File: src/rtl/seg7_word_decoder.sv
// -----------------------------------------------------------------------------
// seg7_word_decoder
//
// Collects five active-low 7-segment patterns (display positions 5 down to 1)
// through a valid/ready handshake. It matches the assembled word against a
// small table of product words and presents the product code, a match flag
// and a discount flag through a second valid/ready handshake. It also keeps a
// saturating count of results taken by the consumer.
//
// Ports
//   clk         system clock, rising edge
//   reset_n     asynchronous active-low reset
//   clear       synchronous abort: drop held symbols and any pending result
//   seg_in      7-segment pattern {g,f,e,d,c,b,a}, active-low (blank = 7'h7F)
//   in_valid    seg_in carries a symbol
//   in_ready    block accepts a symbol this cycle
//   upc         product code of the matched word (0 on a miss)
//   match       received word equals a table entry
//   discount    discount flag for upc
//   out_valid   upc/match/discount are valid
//   out_ready   consumer takes the result
//   word_count  number of results consumed, saturates at 255
// -----------------------------------------------------------------------------
module seg7_word_decoder (
    input  logic       clk,
    input  logic       reset_n,
    input  logic       clear,
    input  logic [6:0] seg_in,
    input  logic       in_valid,
    output logic       in_ready,
    output logic [2:0] upc,
    output logic       match,
    output logic       discount,
    output logic       out_valid,
    input  logic       out_ready,
    output logic [7:0] word_count
);

    typedef enum logic [1:0] {IDLE, COLLECT, RESULT} state_t;

    // Word is {pos5, pos4, pos3, pos2, pos1}; result is {match, upc}.
    function automatic logic [3:0] lookup(input logic [34:0] word);
        case (word)
            {7'h03, 7'h08, 7'h47, 7'h47, 7'h7F}: lookup = 4'b1_000; // bALL
            {7'h46, 7'h2F, 7'h23, 7'h27, 7'h12}: lookup = 4'b1_001; // CrocS
            {7'h79, 7'h10, 7'h47, 7'h23, 7'h23}: lookup = 4'b1_010; // lgLoo
            {7'h21, 7'h2F, 7'h06, 7'h12, 7'h12}: lookup = 4'b1_101; // drESS
            {7'h46, 7'h0B, 7'h06, 7'h12, 7'h12}: lookup = 4'b1_110; // ChESS
            {7'h10, 7'h23, 7'h47, 7'h21, 7'h7F}: lookup = 4'b1_111; // goLd
            default:                             lookup = 4'b0_000;
        endcase
    endfunction

    function automatic logic discount_of(input logic m, input logic [2:0] u);
        return m & ((~u[2] & ~u[1]) | (u[2] & ~u[0]));
    endfunction

    state_t      state_q, state_d;
    logic [2:0]  pos_q, pos_d;      // symbols currently held (0..4)
    logic [27:0] sym_q;             // last four accepted symbols, oldest in MSBs
    logic        in_ready_q;
    logic [2:0]  upc_q;
    logic        match_q;
    logic        disc_q;
    logic [7:0]  wc_q;

    logic        xfer;
    logic        consume;
    logic        last_xfer;
    logic [3:0]  hit;

    assign out_valid  = (state_q == RESULT);
    assign in_ready   = in_ready_q;
    assign upc        = upc_q;
    assign match      = match_q;
    assign discount   = disc_q;
    assign word_count = wc_q;

    assign xfer      = in_valid & in_ready_q;
    assign consume   = out_valid & out_ready;
    assign last_xfer = xfer & (state_q == COLLECT) & (pos_q == 3'd4);
    assign hit       = lookup({sym_q, seg_in});

    always_comb begin
        state_d = state_q;
        pos_d   = pos_q;
        if (clear) begin
            state_d = IDLE;
            pos_d   = 3'd0;
        end else begin
            case (state_q)
                IDLE: begin
                    if (xfer) begin
                        state_d = COLLECT;
                        pos_d   = 3'd1;
                    end
                end
                COLLECT: begin
                    if (xfer) begin
                        if (pos_q == 3'd4) begin
                            state_d = RESULT;
                            pos_d   = 3'd0;
                        end else begin
                            pos_d = pos_q + 3'd1;
                        end
                    end
                end
                RESULT: begin
                    if (consume) state_d = IDLE;
                end
                default: begin
                    state_d = IDLE;
                    pos_d   = 3'd0;
                end
            endcase
        end
    end

    // Control and result registers. in_ready is registered so it stays low
    // throughout reset and rises on the first edge after release.
    always_ff @(posedge clk or negedge reset_n) begin
        if (!reset_n) begin
            state_q    <= IDLE;
            pos_q      <= 3'd0;
            in_ready_q <= 1'b0;
            upc_q      <= 3'd0;
            match_q    <= 1'b0;
            disc_q     <= 1'b0;
            wc_q       <= 8'd0;
        end else begin
            state_q    <= state_d;
            pos_q      <= pos_d;
            in_ready_q <= (state_d != RESULT);
            if (clear || consume) begin
                // Result fields read as zero whenever no result is presented.
                upc_q   <= 3'd0;
                match_q <= 1'b0;
                disc_q  <= 1'b0;
            end else if (last_xfer) begin
                upc_q   <= hit[2:0];
                match_q <= hit[3];
                disc_q  <= discount_of(hit[3], hit[2:0]);
            end
            if (!clear && consume && (wc_q != 8'hFF)) wc_q <= wc_q + 8'd1;
        end
    end

    // Symbol history is pure data; the position counter decides what is valid.
    always_ff @(posedge clk) begin
        if (xfer && !clear) sym_q <= {sym_q[20:0], seg_in};
    end

endmodule

File: config.mk
export PLATFORM = sky130hd
export DESIGN_NAME = seg7_word_decoder
export DESIGN_NICKNAME = d
export VERILOG_FILES = /design/src/rtl/seg7_word_decoder.sv
export SDC_FILE = /design/constraint.sdc
export NUM_CORES = 1
export LEC_CHECK = 0
export BUFFER_PORTS_ARGS = -buffer_cell sky130_fd_sc_hd__buf_2
export CELL_PAD_IN_SITES_DETAIL_PLACEMENT = 0
export CELL_PAD_IN_SITES_GLOBAL_PLACEMENT = 1
export CORE_UTILIZATION = 39
export DETAILED_ROUTE_END_ITERATION = 8
export PLACE_DENSITY = 0.76
export SETUP_SLACK_MARGIN = 0.5
export SYNTH_ARGS = -nofsm -noshare
export SYNTH_HDL_FRONTEND = slang
export SYNTH_SLANG_ARGS = --single-unit
File: constraint.sdc
create_clock -name clk -period 2.3 [get_ports clk]
set_input_delay 0.46 -clock clk [delete_from_list [all_inputs] [get_ports clk]]
set_output_delay 0.46 -clock clk [all_outputs]
set_load 0.03 [all_outputs]
---- Word-level counts from Yosys, hierarchy flattened ----
Cells that the tools add are included.
Widths: inputs -> output; s select.
word-level totals
  register bits after elaboration ......... 47
cells by class
  add/subtract/negate cells ............... 2
  multiplexer cells ....................... 18
  eq/ne operators ......................... 14
  reductions and logical operators ........ 8
  bitwise operators ....................... 11
operators by type and width
  cell                  count
  $eq 35x35->1 const B  3
  $eq 35x30->1 const B  1
  $eq 35x33->1 const B  1
  $eq 35x34->1 const B  1
  $pmux 4 s6            1
  $mux 3                6
  $mux 2                5
  $pmux 3 s3            1
  $add 8x1->8 const B   1
  $ne 8x8->1 const B    1
  $and 1x1->1           7
  $ne 3x3->1 const B    2
  $pmux 2 s3            1
  $mux 1                4
  $ne 2x2->1 const B    2
  $add 3x1->3 const B   1
  $eq 3x3->1 const B    1
  $logic_and 1x1->1     3
  $not 1->1             3
  $reduce_and 3->1      1
  $eq 2x1->1 const B    1
  $eq 2x2->1 const B    1
  $logic_not 2->1       1
  $reduce_bool 2->1     1
  3 further kinds       3

---- Depth between registers and ports, before layout ----
  word-level depth ........................ 8
  depth in mapped cells ................... 7
  gate-level depth less buffers ........... 7

---- Worst setup path after synthesis ----
No wires, ideal clock.
  path type ............................... register to register
  start point ............................. register in_ready_q (netlist: in_ready)
  end point ............................... register sym_q[0] (enable)
  stages on the path, launching flop included .. 3
  setup slack ............................. -0.056 ns
  arrival ................................. 1.943 ns
  cell sequence ........................... dfrtp_1 nand2_1 nor2_1
between the ends
  word-level cells in the longest chain between the ends .. 2
RTL lines
  element                   line  text
  start: declaration        61    logic in_ready_q;
  start signal: assignment  133   in_ready_q <= (state_d != RESULT);
  $and 1x1->1               79    assign xfer = in_valid & in_ready_q;
  $logic_and 1x1->1         150   if (xfer && !clear) sym_q <= {sym_q[20:0], seg_in};
  end signal: assignment    150
  end: declaration          60    logic [27:0] sym_q;
No other way between the ends.
A chain may end at the register's enable or synchronous reset.

---- Final worst setup path ----
  start point ............................. register sym_q[9]
  end point ............................... register disc_q (netlist: discount)
between the ends
  word-level cells in the longest chain between the ends .. 8
  elaborated cells on any way between the ends .. 16
  classes of those cells .................. eq/ne: 6; mux: 3; bitwise: 7
RTL lines
  element                                     line  text
  $eq 35x33->1, or another cell as far along  43    case (word)
  $pmux 4 s6 *                                43
  $not 1->1                                   55    return m & ((~u[2] & ~u[1]) | (u[2] & ~u[0]));
  $and 1x1->1                                 55
  $or 1x1->1                                  55
  $and 1x1->1 *                               55
  $mux 1 *                                    139   end else if (last_xfer) begin
  $mux 1 *                                    134   if (clear || consume) begin
  end signal: assignment                      142   disc_q <= discount_of(hit[3], hit[2:0]);
  end: declaration                            64    logic disc_q;
Every way passes the cells marked *; elsewhere a longest branch is shown, timed or not. The select of a mux whose other input is x is not followed.

==> qor.csv <==
metric;value;unit
yosysSeqAreaShare;61.1;%
final_nets;223;
n_antenna_cell;0;
io_buffers;26;
p_sw;0.000348;W
mostFrequentLayoutCells;edfxtp_1 (28), buf_2 (26), dfrtp_1 (17), nor2_1 (13), nand2_1 (10);
cts_made_buffers;5;
whs;0.0833;ns
gp_congestion;0.898;
pwr-share-clk;32.4;%
antenna_left;0;
syn_nets;184;
synthFlopType;edfxtp_1;
path_max_fanout;3;
fin_setup_tns;0;ns
cp-end-kind;flip-flop;
worstReg2RegEnd;discount;
drc;0;
ys_ff_latch;47;
instances_no_fill;279;
power_density;587;nW/um^2
wl;4310;um
period_share;90.7;%
crit_start;sym_q[9];
drv_cap;0;
cp.required;2.54;ns
antenna_found_initial;0;
switching_share;23.0;%
p_int;0.00116;W
r2r_cells;6;
fillers;466;
grt_max_degree;29;
pwr-share-comb;5.0;%
grt_pass1_wl;7360;um
cts_buffer_depth;2;
cp_slowest_cell;or4b_1;
clk_pin_slew;0.09;ns
rows;26;
start_kind;flip-flop;
insertion_delay;0.30;ns
die_h;76.3;um
status;complete, no violations;
worstMarginPinSlew;0.445;ns
path_cells;or4b_1 -> or4_4 -> nor4_4 -> a31o_1 -> o21ai_1 -> a21boi_2;
synth_area_per_cell;12.7;sq um
hold_class;input pin to async pin;
power;0.00151;W
hold_buffers;0;
dr.first_iter.drc_count;81;
h-tree-depth;2;
layout_commonest_cell;edfxtp_1;
synth_edf_count;28;
finalClockSkew;0.0116;ns
area_growth;19.5;%
wl_per_cell;15.4;um
p_seq_share;62.6;%
cp_top_family;simple AND/OR/NAND/NOR gates;
hpwl;3230;um
rsz0062_at_grt;true;
path_buf_inv;0;
setup_ws;0.213;ns
placedCellCount;266;
fin_crit;2.09;ns
avgViaCountPerCell;5.39;
dp_worst_setup_slack;0.188;ns
slew_viol_final;0;
grt_util_all_layers;16.2;%
die_x;76.3;um
ys_async_sr_fraction;40.4;%
r2r_slack;0.21;ns
cp_slowest_stage_delay;0.53;ns
drive_gt1_share;30.1;%
worstSetupPathType;flip-flop to flip-flop;
firstDrtPassIters;4;
fmax;479;MHz
grt-ovfl-total;0;
irDropWorstVdd;0.387;mV
r2r-start;sym_q[9];
cts_root_buf;clkbuf_8;
grt_pass1_vias;1526;
synth_warnings;0;
finalHoldViolations;0;
syn-cell-area;2150;sq um
tritoncts;done;
synth.distinct_cells;47;
syn_inst;169;
setup_viol;0;
fp.coreArea;5200;sq um
cts.sinks;47;
ios;27;
slew-limit-headroom;70.3;%
dieArea;5830;sq um
start_util;41.4;%
via_count;1504;
critPathArrivalTime;2.33;ns
p_leak;1.03;nW
[worst register-to-register path: stages (launching register included)]
cell and delay (ns):
edfxtp_1 0.40, or4b_1 0.53, or4_4 0.44, nor4_4 0.30, a31o_1 0.15, o21ai_1 0.08, a21boi_2 0.14
[state kept, by name (all words and copies together) (netlist names)]
name and flops:
in_ready 1, sym_q 28, upc 3, word_count 8, match 1, pos_q 3
state_q 2, discount 1
[what timing repair did]
item	in CTS	in global routing
endpoints found under the setup margin	7	7
gates resized for setup	2	0
setup buffers	4	1
pin swaps	4	4
[Yosys cell counts, types with 4 or more instances]
| cell | number | area (sq um) |
|---|---|---|
| edfxtp_1 | 28 | 841 |
| dfrtp_1 | 19 | 475 |
| nor2_1 | 15 | 56.3 |
| nand2_1 | 11 | 41.3 |
| a21oi_1 | 6 | 30.0 |
| nand3_1 | 6 | 30.0 |
| nand4_1 | 6 | 37.5 |
| o21ai_0 | 6 | 30.0 |
| inv_1 | 5 | 18.8 |
| nor3_1 | 5 | 25.0 |
| nand2b_1 | 4 | 25.0 |
| xnor2_1 | 4 | 35.0 |
[metal layers]
layer | up-vias | global-route usage, % | routed length [um]
li1 | 725 | - | -
met1 | 743 | 21.5 | 1970
met2 | 30 | 25.6 | 2100
met3 | 6 | 3.59 | 173
met4 | 0 | 6.73 | 61
met5 | - | 0 | 0
[layout make-up]
type | instances | area [sq um] | share of cell area [%]
clock buffers | 5 | 68.8 | 2.67
clock inverters | 3 | 20.0 | 0.777
inverters | 5 | 18.8 | 0.729
multi-input cells | 116 | 878 | 34.1
flip-flops and latches | 47 | 1320 | 51.2
well taps | 70 | 87.6 | 3.40
repair buffers | 33 | 183 | 7.09
[power groups by stage]
stage	Sequential (W)	Clock (W)	Combinational (W)
final	0.000945	0.000489	0.0000757
after global routing	0.000950	0.000540	0.0000851
after CTS	0.000945	0.000505	0.0000770
after detailed placement	0.000963	0	0.0000757
after global placement	0.000962	0	0.0000711
after floorplan	0.000954	0	0.0000441
[how the worst max path moves through the flow]
| stage | slack (ns) | end | cells after the start |
|---|---|---|---|
| 5_1_grt | 0.14 | discount | 6 |
| 2_1_floorplan | 0.33 | discount | 6 |
| 4_1_cts | 0.19 | discount | 6 |
| 6_report | 0.21 | discount | 6 |
| 3_5_place_dp | 0.19 | discount | 6 |
| 3_3_place_gp | 0.24 | match | 6 |
[per-stage QoR]
stage / cell area, sq um / util (%)
after floorplan: 2210 / -
after global placement: 2440 / 46.9
after detailed placement: 2440 / 46.9
after CTS: 2570 / 49.3
after global routing: 2570 / 49.5
final: 2570 / 49.5
[kinds of logic (layout without fill, tap and decap cells)]
kind of cell,after synthesis,in the layout,share of synthesized area (%)
buffers and inverters,6,46,1.05
multiplexers,1,1,0.523
AO/OA/AOI/OAI,25,25,8.30
AND/OR/NAND/NOR,80,80,24.4
XOR/XNOR,7,7,2.85
adder cells (fa/ha/maj),3,3,1.74
flip-flops,47,47,61.1
(Power assumes the default switching activity.)
